<file path="config.mk">
export PLATFORM = sky130hd
export DESIGN_NAME = display_scan_controller
export DESIGN_NICKNAME = d
export VERILOG_FILES = /design/src/rtl/disp_pkg.sv /design/src/rtl/hex_to_7seg.sv /design/src/rtl/display_scan_controller.sv
export SDC_FILE = /design/constraint.sdc
export NUM_CORES = 1
export LEC_CHECK = 0
export ABC_AREA = 1
export CAP_MARGIN = 20
export CORE_UTILIZATION = 47
export DETAILED_ROUTE_END_ITERATION = 7
export PLACE_DENSITY = 0.76
export SYNTH_ARGS = -nofsm -noshare
export SYNTH_HDL_FRONTEND = slang
export SYNTH_SLANG_ARGS = --single-unit
</file>
<file path="constraint.sdc">
create_clock -name i_clk -period 2.38 [get_ports i_clk]
set_input_delay 0.476 -clock i_clk [delete_from_list [all_inputs] [get_ports i_clk]]
set_output_delay 0.476 -clock i_clk [all_outputs]
set_load 0.02 [all_outputs]
</file>
<file path="src/rtl/disp_pkg.sv">
// Shared encodings for the 7-segment scan controller: FSM states,
// active-low segment patterns and the all-off constants.
package disp_pkg;

    typedef enum logic {
        S_BLANK = 1'b0,
        S_SHOW  = 1'b1
    } state_t;

    localparam logic [6:0] SEG_OFF = 7'b1111111;
    localparam logic [3:0] AN_OFF  = 4'b1111;

    // Index n holds the active-low {g,f,e,d,c,b,a} pattern for hex digit n.
    localparam logic [0:15][6:0] SEG_TABLE = {
        7'b1000000, 7'b1111001, 7'b0100100, 7'b0110000,
        7'b0011001, 7'b0010010, 7'b0000010, 7'b1111000,
        7'b0000000, 7'b0010000, 7'b0001000, 7'b0000011,
        7'b1000110, 7'b0100001, 7'b0000110, 7'b0001110
    };

endpackage

</file>
<file path="src/rtl/hex_to_7seg.sv">
// Combinational hex nibble to active-low 7-segment pattern decoder.
module hex_to_7seg
    import disp_pkg::*;
(
    input  logic [3:0] i_nibble,
    output logic [6:0] o_segments
);

    assign o_segments = SEG_TABLE[i_nibble];

endmodule

</file>
<file path="src/rtl/display_scan_controller.sv">
// Time-multiplexes four snapshotted hex digits onto a common-anode display,
// advancing one digit per 120 Hz strobe edge with a dark gap before each digit.
//
// state   | meaning
// S_BLANK | all anodes off, blank counter running (or idle until first strobe)
// S_SHOW  | selected digit lit from the frame snapshot
module display_scan_controller
    import disp_pkg::*;
#(
    parameter int P_BLANK_CYCLES = 1000,
    parameter int P_SYNC_STAGES  = 2
) (
    input  logic        i_clk,
    input  logic        i_reset,
    input  logic        i_clk_120Hz,
    input  logic [15:0] i_digits,
    input  logic [3:0]  i_dp,
    input  logic        i_lz_en,
    output logic [3:0]  o_anodes,
    output logic [6:0]  o_segments,
    output logic        o_dp,
    output logic [1:0]  o_digit_idx
);

    localparam int BLANK_EFF = (P_BLANK_CYCLES < 1) ? 1 : P_BLANK_CYCLES;
    localparam int CW        = (BLANK_EFF > 1) ? $clog2(BLANK_EFF) : 1;
    localparam logic [CW-1:0] CNT_LOAD = CW'(BLANK_EFF - 1);

    logic [P_SYNC_STAGES-1:0] sync_q;
    logic                     edge_q;
    logic                     rise_p;

    state_t        state_q;
    logic [CW-1:0] cnt_q;
    logic [1:0]    idx_q;
    logic [1:0]    idx_d;
    logic          started_q;
    logic [3:0]    anodes_q;
    logic [6:0]    seg_q;
    logic          dp_q;

    logic [15:0]   snap_digits_q;
    logic [3:0]    snap_dp_q;
    logic          snap_lz_q;

    logic [3:0]    nibble;
    logic          lz_blank;
    logic [6:0]    dec_seg;
    logic [3:0]    an_show;
    logic [6:0]    seg_show;
    logic          dp_show;

    always_ff @(posedge i_clk or posedge i_reset) begin
        if (i_reset) begin
            sync_q <= '0;
            edge_q <= 1'b0;
        end else begin
            sync_q <= {sync_q[P_SYNC_STAGES-2:0], i_clk_120Hz};
            edge_q <= sync_q[P_SYNC_STAGES-1];
        end
    end

    assign rise_p = sync_q[P_SYNC_STAGES-1] & ~edge_q;
    assign idx_d  = idx_q + 2'd1;

    always_comb begin
        nibble   = snap_digits_q[3:0];
        lz_blank = 1'b0;
        case (idx_q)
            2'd0: nibble = snap_digits_q[3:0];
            2'd1: begin
                nibble   = snap_digits_q[7:4];
                lz_blank = (snap_digits_q[15:4] == 12'h000);
            end
            2'd2: begin
                nibble   = snap_digits_q[11:8];
                lz_blank = (snap_digits_q[15:8] == 8'h00);
            end
            default: begin
                nibble   = snap_digits_q[15:12];
                lz_blank = (snap_digits_q[15:12] == 4'h0);
            end
        endcase
    end

    hex_to_7seg u_dec (
        .i_nibble   (nibble),
        .o_segments (dec_seg)
    );

    assign an_show  = ~(4'b0001 << idx_q);
    assign seg_show = (snap_lz_q && lz_blank) ? SEG_OFF : dec_seg;
    assign dp_show  = ~snap_dp_q[idx_q];

    always_ff @(posedge i_clk or posedge i_reset) begin
        if (i_reset) begin
            state_q       <= S_BLANK;
            cnt_q         <= '0;
            idx_q         <= 2'd3;
            started_q     <= 1'b0;
            anodes_q      <= AN_OFF;
            seg_q         <= SEG_OFF;
            dp_q          <= 1'b1;
            snap_digits_q <= '0;
            snap_dp_q     <= '0;
            snap_lz_q     <= 1'b0;
        end else if (rise_p) begin
            idx_q     <= idx_d;
            state_q   <= S_BLANK;
            cnt_q     <= CNT_LOAD;
            started_q <= 1'b1;
            anodes_q  <= AN_OFF;
            seg_q     <= SEG_OFF;
            dp_q      <= 1'b1;
            // Frame boundary: latch a coherent copy of all digit inputs.
            if (idx_q == 2'd3) begin
                snap_digits_q <= i_digits;
                snap_dp_q     <= i_dp;
                snap_lz_q     <= i_lz_en;
            end
        end else if (state_q == S_BLANK) begin
            if (cnt_q != '0) begin
                cnt_q <= cnt_q - 1'b1;
            end else if (started_q) begin
                state_q  <= S_SHOW;
                anodes_q <= an_show;
                seg_q    <= seg_show;
                dp_q     <= dp_show;
            end
        end
    end

    assign o_anodes    = anodes_q;
    assign o_segments  = seg_q;
    assign o_dp        = dp_q;
    assign o_digit_idx = idx_q;

endmodule
</file>
=== Word level (Yosys, flattened, before mapping) ===
Memory sizes are Yosys's and may differ from the RTL's.
Index checks and enable logic that the tools add are counted.

* Word-level logic and storage cells: 65
* Bits in registers: 50
* Memories: 1
* Input bits: 24
* Bits in read-only memories: 112
* Output and inout bits: 14

{| class="wikitable"
|+ Memories
! memory !! depth !! width !! rd ports !! clocked after memory_dff !! wr ports !! line !! RTL
|-
| (no name shown) || 16 || 7 || 1 || 0 || 0 || hex_to_7seg.sv:9 || <nowiki>assign o_segments = SEG_TABLE[i_nibble];</nowiki>
|}

* Reductions and logical operators: 11
* Shifts and indexed selects: 1
* $lt $le $gt $ge: 2
* Bitwise operators: 5
* $add $sub $neg: 2
* Multiplexer cells: 26
* Equal/unequal tests: 5

{| class="wikitable"
|+ Operator list
! cell !! number
|-
| two-way mux 7 bit || 7
|-
| two-way mux 10 bit || 3
|-
| two-way mux 4 bit || 4
|-
| zero test 12 bit || 1
|-
| one-hot mux 4 bit (3 select lines) || 1
|-
| nonzero test 10 bit || 1
|-
| subtractor 10 x 1 -> 10 bit, second input constant || 1
|-
| two-way mux 1 bit || 9
|-
| zero test 8 bit || 1
|-
| greater-or-equal comparator 5 bit, second input constant || 1
|-
| NOT 4 -> 5 bit || 1
|-
| == test 2 bit, second input constant || 2
|-
| zero test 4 bit || 1
|-
| != test 2 bit, second input constant || 2
|-
| NOT 4 bit || 1
|-
| AND reduction 2 bit || 2
|-
| nonzero test 2 bit || 2
|-
| << shifter 1 x 2 -> 4 bit, first input constant || 1
|-
| less-than comparator 2 x 3 -> 1 bit, second input constant || 1
|-
| one-hot mux 1 bit (3 select lines) || 1
|-
| AND reduction 3 bit || 1
|-
| adder 2 x 1 -> 2 bit, second input constant || 1
|-
| binary-select mux 1 bit (select 2 bit) || 1
|-
| == test 2 x 1 -> 1 bit, second input constant || 1
|-
| other kinds (4) || 5
|}

=== Longest topological paths before layout ===
Gate-level depths: netlist of run 1.

* Word-level depth: 11
* Gate-level depth with buffers: 13

=== By module ===
A second synthesis of run 1 with hierarchy kept.

* Cells, all modules: 327
* Area, all modules: 2,767.7 sq um

{| class="wikitable"
|+ Modules (own cells, without submodules)
! module !! times used !! cells an instance !! area an instance (sq um)
|-
| display_scan_controller || 1 || 278 || 2,493.6
|-
| hex_to_7seg || 1 || 49 || 274.0
|}

=== Worst setup path before layout of run 1 ===
Ideal clock, no wire load.

* Path type: register to register
* Start: register idx_q[0] (netlist: o_digit_idx[0])
* End: register seg_q[3] (netlist: o_segments[3])
* Cell stages (with the launch flop): 14
* Data arrival time: 2.134 ns
* Data required time: 2.304 ns
* Slack: 0.170 ns
* Buffers on the path: 0
* Cell sequence: dfstp_2 inv_1 ha_1 nand2_1 nand2_1 o21ai_1 inv_1 ha_1 nand3_1 nand2_1 nand2_1 nand3_1 nor2_1 nor2_1

* Word-level cells in the longest chain between the ends: 11

{| class="wikitable"
|+ Ends and longest elaborated chain
! what !! line !! RTL
|-
| from (decl) || display_scan_controller.sv:35 || <nowiki>logic [1:0] idx_q;</nowiki>
|-
| from (signal assigned) || display_scan_controller.sv:108 || <nowiki>idx_q <= idx_d;</nowiki>
|-
| == test 2 bit (tied with other cells) || display_scan_controller.sv:69 || <nowiki>case (idx_q)</nowiki>
|-
| one-hot mux 4 bit (3 select lines) || display_scan_controller.sv:69 ||
|-
| NOT 4 -> 5 bit (not written as such) || hex_to_7seg.sv:9 ||
|-
| memory read (16 x 7 bit) || - ||
|-
| two-way mux 7 bit (not written as such) (2 in series) || hex_to_7seg.sv:9 ||
|-
| two-way mux 7 bit (*) || display_scan_controller.sv:92 || <nowiki>assign seg_show = (snap_lz_q && lz_blank) ? SEG_OFF : dec_seg;</nowiki>
|-
| two-way mux 7 bit (*) || display_scan_controller.sv:124 || <nowiki>end else if (started_q) begin</nowiki>
|-
| two-way mux 7 bit (*) || display_scan_controller.sv:122 || <nowiki>if (cnt_q != '0) begin</nowiki>
|-
| two-way mux 7 bit (*) || display_scan_controller.sv:121 || <nowiki>end else if (state_q == S_BLANK) begin</nowiki>
|-
| two-way mux 7 bit (*) || display_scan_controller.sv:107 || <nowiki>end else if (rise_p) begin</nowiki>
|-
| to (signal assigned) || display_scan_controller.sv:127 || <nowiki>seg_q <= seg_show;</nowiki>
|-
| to (decl) || display_scan_controller.sv:39 || <nowiki>logic [6:0] seg_q;</nowiki>
|}

Every way passes the cells marked *; elsewhere a longest branch is shown, timed or not. The select of a mux whose other input is x is not followed.
A chain may end at the register's enable or synchronous reset.

=== Worst setup path after layout of run 1 ===
Same ends and word-level chain as after synthesis.

==> results of run 1 <==
[registers in the layout, indices dropped and copies added (netlist names), 2 cells and up]
| name | cells |
|---|---|
| o_anodes | 4 |
| sync_q | 2 |
| cnt_q | 10 |
| snap_digits_q | 16 |
| o_segments | 7 |
| snap_dp_q | 4 |
| o_digit_idx | 2 |
[repair_timing]
action	4_1_cts	5_1_grt
setup buffers	0	1
setup endpoints to repair	0	6
resized for setup	0	2
hold buffers	0	0
endpoints found under the hold margin	0	0
[per-stage QoR]
stage	hold WS, ns	worst slack (ns)	total power [W]	util
detailed placement	0.3358	0.1492	0.003414	0.5762
CTS	0.3551	0.1296	0.003904	0.5912
finish	0.3578	0.2285	0.003908	0.5937
floorplan	0.3312	0.1704	0.002848	-
global route	0.3785	0.009622	0.004304	0.5937
global placement	0.3325	0.2257	0.003370	0.5762
[worst max-delay path, stage by stage, from the launching register on]
cell	delay [ns]
dfstp_2	0.60
inv_1	0.10
ha_1	0.27
nand2_1	0.09
nand2_1	0.05
o21ai_1	0.15
buf_4	0.16
ha_1	0.23
inv_1	0.07
nand2_1	0.07
nand3_1	0.07
nand3_1	0.10
nor2_1	0.04
nor2_1	0.09
[power by group through the flow]
stage          logic, W  clock network [W]  registers, W
2_1_floorplan   0.00135                  0       0.00150
3_3_place_gp    0.00193                  0       0.00144
3_5_place_dp    0.00196                  0       0.00145
4_1_cts         0.00197           0.000495       0.00143
5_1_grt         0.00229           0.000528       0.00148
6_report        0.00200           0.000478       0.00143
[kinds of logic after synthesis]
family / Yosys count / synth area share
simple gates: 147 / 0.2528
flops: 50 / 0.4611
compound gates: 38 / 0.08595
buf+inv: 38 / 0.06048
mux: 15 / 0.06139
fa+ha+maj: 13 / 0.05912
xor+xnor: 6 / 0.01910
[cells in the final DEF, fill, tap and decap left out, drive strengths merged]
cell type,synthesis,final
buf,6,6
o31ai,1,1
nand2,62,62
o22ai,1,1
xor2,6,6
a21oi,12,12
ha,13,13
inv,31,31
mux2,15,15
dfrtp,36,36
dfstp,14,14
nor3,2,2
clkdlybuf4s50,0,37
clkbuf,1,7
nand4,2,2
o21bai,1,1
o21ai,19,19
nand3,34,34
o211ai,4,4
clkinvlp,0,1
nor2,47,47
[layer usage]
metal	up-vias	global-route usage	part of all wire
met5	-	0	0
met4	0	0.05556	0.012
met3	6	0.03837	0.036
met2	35	0.3104	0.47
met1	959	0.2375	0.48
li1	1089	-	-
[path summary, 6_finish.rpt]
check / slack, ns / from / cells past startpoint / to
setup / recovery: 0.23 / o_digit_idx[0]$_DFFE_PP1P_ / 13 / o_segments[3]$_DFFE_PP1P_
hold / removal: 0.36 / sync_q[0]$_DFF_PP0_ / 0 / sync_q[1]$_DFF_PP0_
setup reg to reg: 0.23 / o_digit_idx[0]$_DFFE_PP1P_ / 13 / o_segments[3]$_DFFE_PP1P_
hold reg to reg: 0.36 / sync_q[0]$_DFF_PP0_ / 0 / sync_q[1]$_DFF_PP0_
max in group asynchronous: 1.56 / i_reset / 3 / o_segments[4]$_DFFE_PP1P_
min in group asynchronous: 0.52 / i_reset / 3 / cnt_q[7]$_DFFE_PP0P_
[final cells by class]
class	count	area share
timing repair buffer	43	0.1293
sequential	50	0.3834
tap	72	0.02722
clock buffer	7	0.02306
multi-input combinational	219	0.3996
clock inverter	1	0.002268
inverter	31	0.03516
==> load_flow_metrics.sql, run 1 <==
INSERT INTO impl_metrics (metric_group, metric, value, unit) VALUES
('yosys', 'synthesis.instances', '307', ''),
('grt', 'grt_pass1_vias', '2011', ''),
('drt', 'avgRoutedWirePerCell', '11.73', 'um'),
('yosys', 'netlist_top_cells_count', '55 x nand2_1, 43 x nor2_1, 36 x dfrtp_1, 31 x nand3_1, 26 x inv_1', ''),
('yosys', 'yosysTopAreaCell', 'dfrtp_1', ''),
('power_and_ir_drop', 'clockPowerShare', '0.122', ''),
('clock_network', 'cts-htree-levels', '2', ''),
('placed_design', 'post-dp-hpwl', '3.654', 'mm'),
('power_and_ir_drop', 'p_switching', '0.001644', 'W'),
('placed_design', 'placed_cells_incl_taps', '414', ''),
('placed_design', 'place_congestion', '0.8586', ''),
('finish', 'final_area', '3309', 'um^2'),
('grt', 'grt_start_max_net_pins', '51', ''),
('sta', 'layout_worst_path_cycle_share', '0.9040', ''),
('sta', 'rsz0062_at_grt', 'false', ''),
('clock_network', 'clock_sinks', '50', ''),
('drt', 'route.antenna.remaining_nets', '0', ''),
('power_and_ir_drop', 'combPwrFrac', '0.512', ''),
('yosys', 'postSynthAreaPerCell', '8.962', 'um^2'),
('floorplan', 'design.core.area', '5574', 'um^2'),
('finish', 'area_added_between_synthesis_and_finish', '20.28', '%'),
('finish', 'insertedDiodeCount', '0', ''),
('yosys', 'synth-seq-cells', '50', ''),
('setup_path', 'timing.critical_path.arrival', '2.39', 'ns'),
('finish', 'final-seq-area', '1269', 'um^2'),
('yosys', 'synth-main-ff-cell', 'dfrtp_1', ''),
('yosys', 'synth_largest_type_area_fraction', '0.3274', ''),
('yosys', 'synth.yosys.seq_area_share', '0.4611', ''),
('setup_path', 'worst_ep_required_time', '2.62', 'ns'),
('clock_network', 'clockBufferDepth', '2', ''),
('floorplan', 'ports', '38', ''),
('yosys', 'syn_area', '2751', 'um^2'),
('yosys', 'yosysUniqueCellTypes', '31', ''),
('clock_network', 'clock_transition_at_the_register_clock_pins_on_the_worst_setup_and_hold_paths_after_cts', '0.08', 'ns'),
('drt', 'drc', '0', ''),
('setup_path', 'start_kind', 'flip-flop', ''),
('sta', 'final_max_slew_viol_count', '0', ''),
('setup_path', 'critical_path.endpoint_type', 'flip-flop', ''),
('drt', 'first_iter_violations', '91', ''),
('yosys', 'synthTopCellsByArea', 'dfrtp_1 33%, dfstp_2 13%, nand2_1 7.5%', ''),
('floorplan', 'rows', '27', ''),
('sta', 'maxClockFrequency', '0.4648', 'GHz'),
('sta', 'setup_violations', '0', ''),
('finish', 'final_net_count', '387', ''),
('yosys', 'count_of_synthesis_stage_warnings_from_yosys', '0', ''),
('power_and_ir_drop', 'p_leak', '1.509', 'nW'),
('grt', 'overflow', '0', ''),
('finish', 'multiInputGateArea', '1323', 'um^2'),
('drt', 'first_pass_iters', '4', ''),
('floorplan', 'floorplan.initialDensity', '0.4936', ''),
('job', 'maxCapViolations', '0', ''),
('placed_design', 'placedInstanceArea', '3212', 'um^2'),
('power_and_ir_drop', 'switching_share', '0.4206', ''),
('power_and_ir_drop', 'power-per-cell-area', '1181', 'nW/um^2'),
('finish', 'post_route_cells_drive_above_1_share', '0.2080', ''),
('yosys', 'number_of_flops_mapped_to_enable_cells_by_yosys', '0', ''),
('placed_design', 'port-buffer-count', '37', ''),
('drt', 'via_per_inst', '4.939', ''),
('sta', 'final.setup_skew', '0.01157', 'ns'),
('finish', 'fillers', '500', ''),
('clock_network', 'numCtsBuffers', '5', ''),
('drt', 'vias', '2089', ''),
('sta', 'headroom_to_the_max_slew_limit', '0.6249', ''),
('clock_network', 'master_cell_of_the_clock_root_buffer', 'clkbuf_8', ''),
('yosys', 'yosysMostFrequentCell', 'nand2_1', ''),
('setup_path', 'worst-path-max-fanout', '7', ''),
('clock_network', 'insertion_delay', '0.30', 'ns'),
('setup_path', 'setup.worst_path.class', 'reg2reg', ''),
('outcome', 'outcome', 'complete, no violations', ''),
('grt', 'grt_pass1_wl', '9.018', 'mm'),
('drt', 'route.final.wire_length', '4.961', 'mm');
Power figures use the tool's default switching activity.
==> inputs of run 2 (changes only) <==
--- a/config.mk
+++ b/config.mk
@@ -6,10 +6,11 @@
 export NUM_CORES = 1
 export LEC_CHECK = 0
 export ABC_AREA = 1
-export CAP_MARGIN = 20
+export CAP_MARGIN = 10
 export CORE_UTILIZATION = 47
 export DETAILED_ROUTE_END_ITERATION = 7
 export PLACE_DENSITY = 0.76
+export SLEW_MARGIN = 20
 export SYNTH_ARGS = -nofsm -noshare
 export SYNTH_HDL_FRONTEND = slang
 export SYNTH_SLANG_ARGS = --single-unit
==> results of run 2 <==
The final DEF is identical to that of run 1; final timing and power are the same.
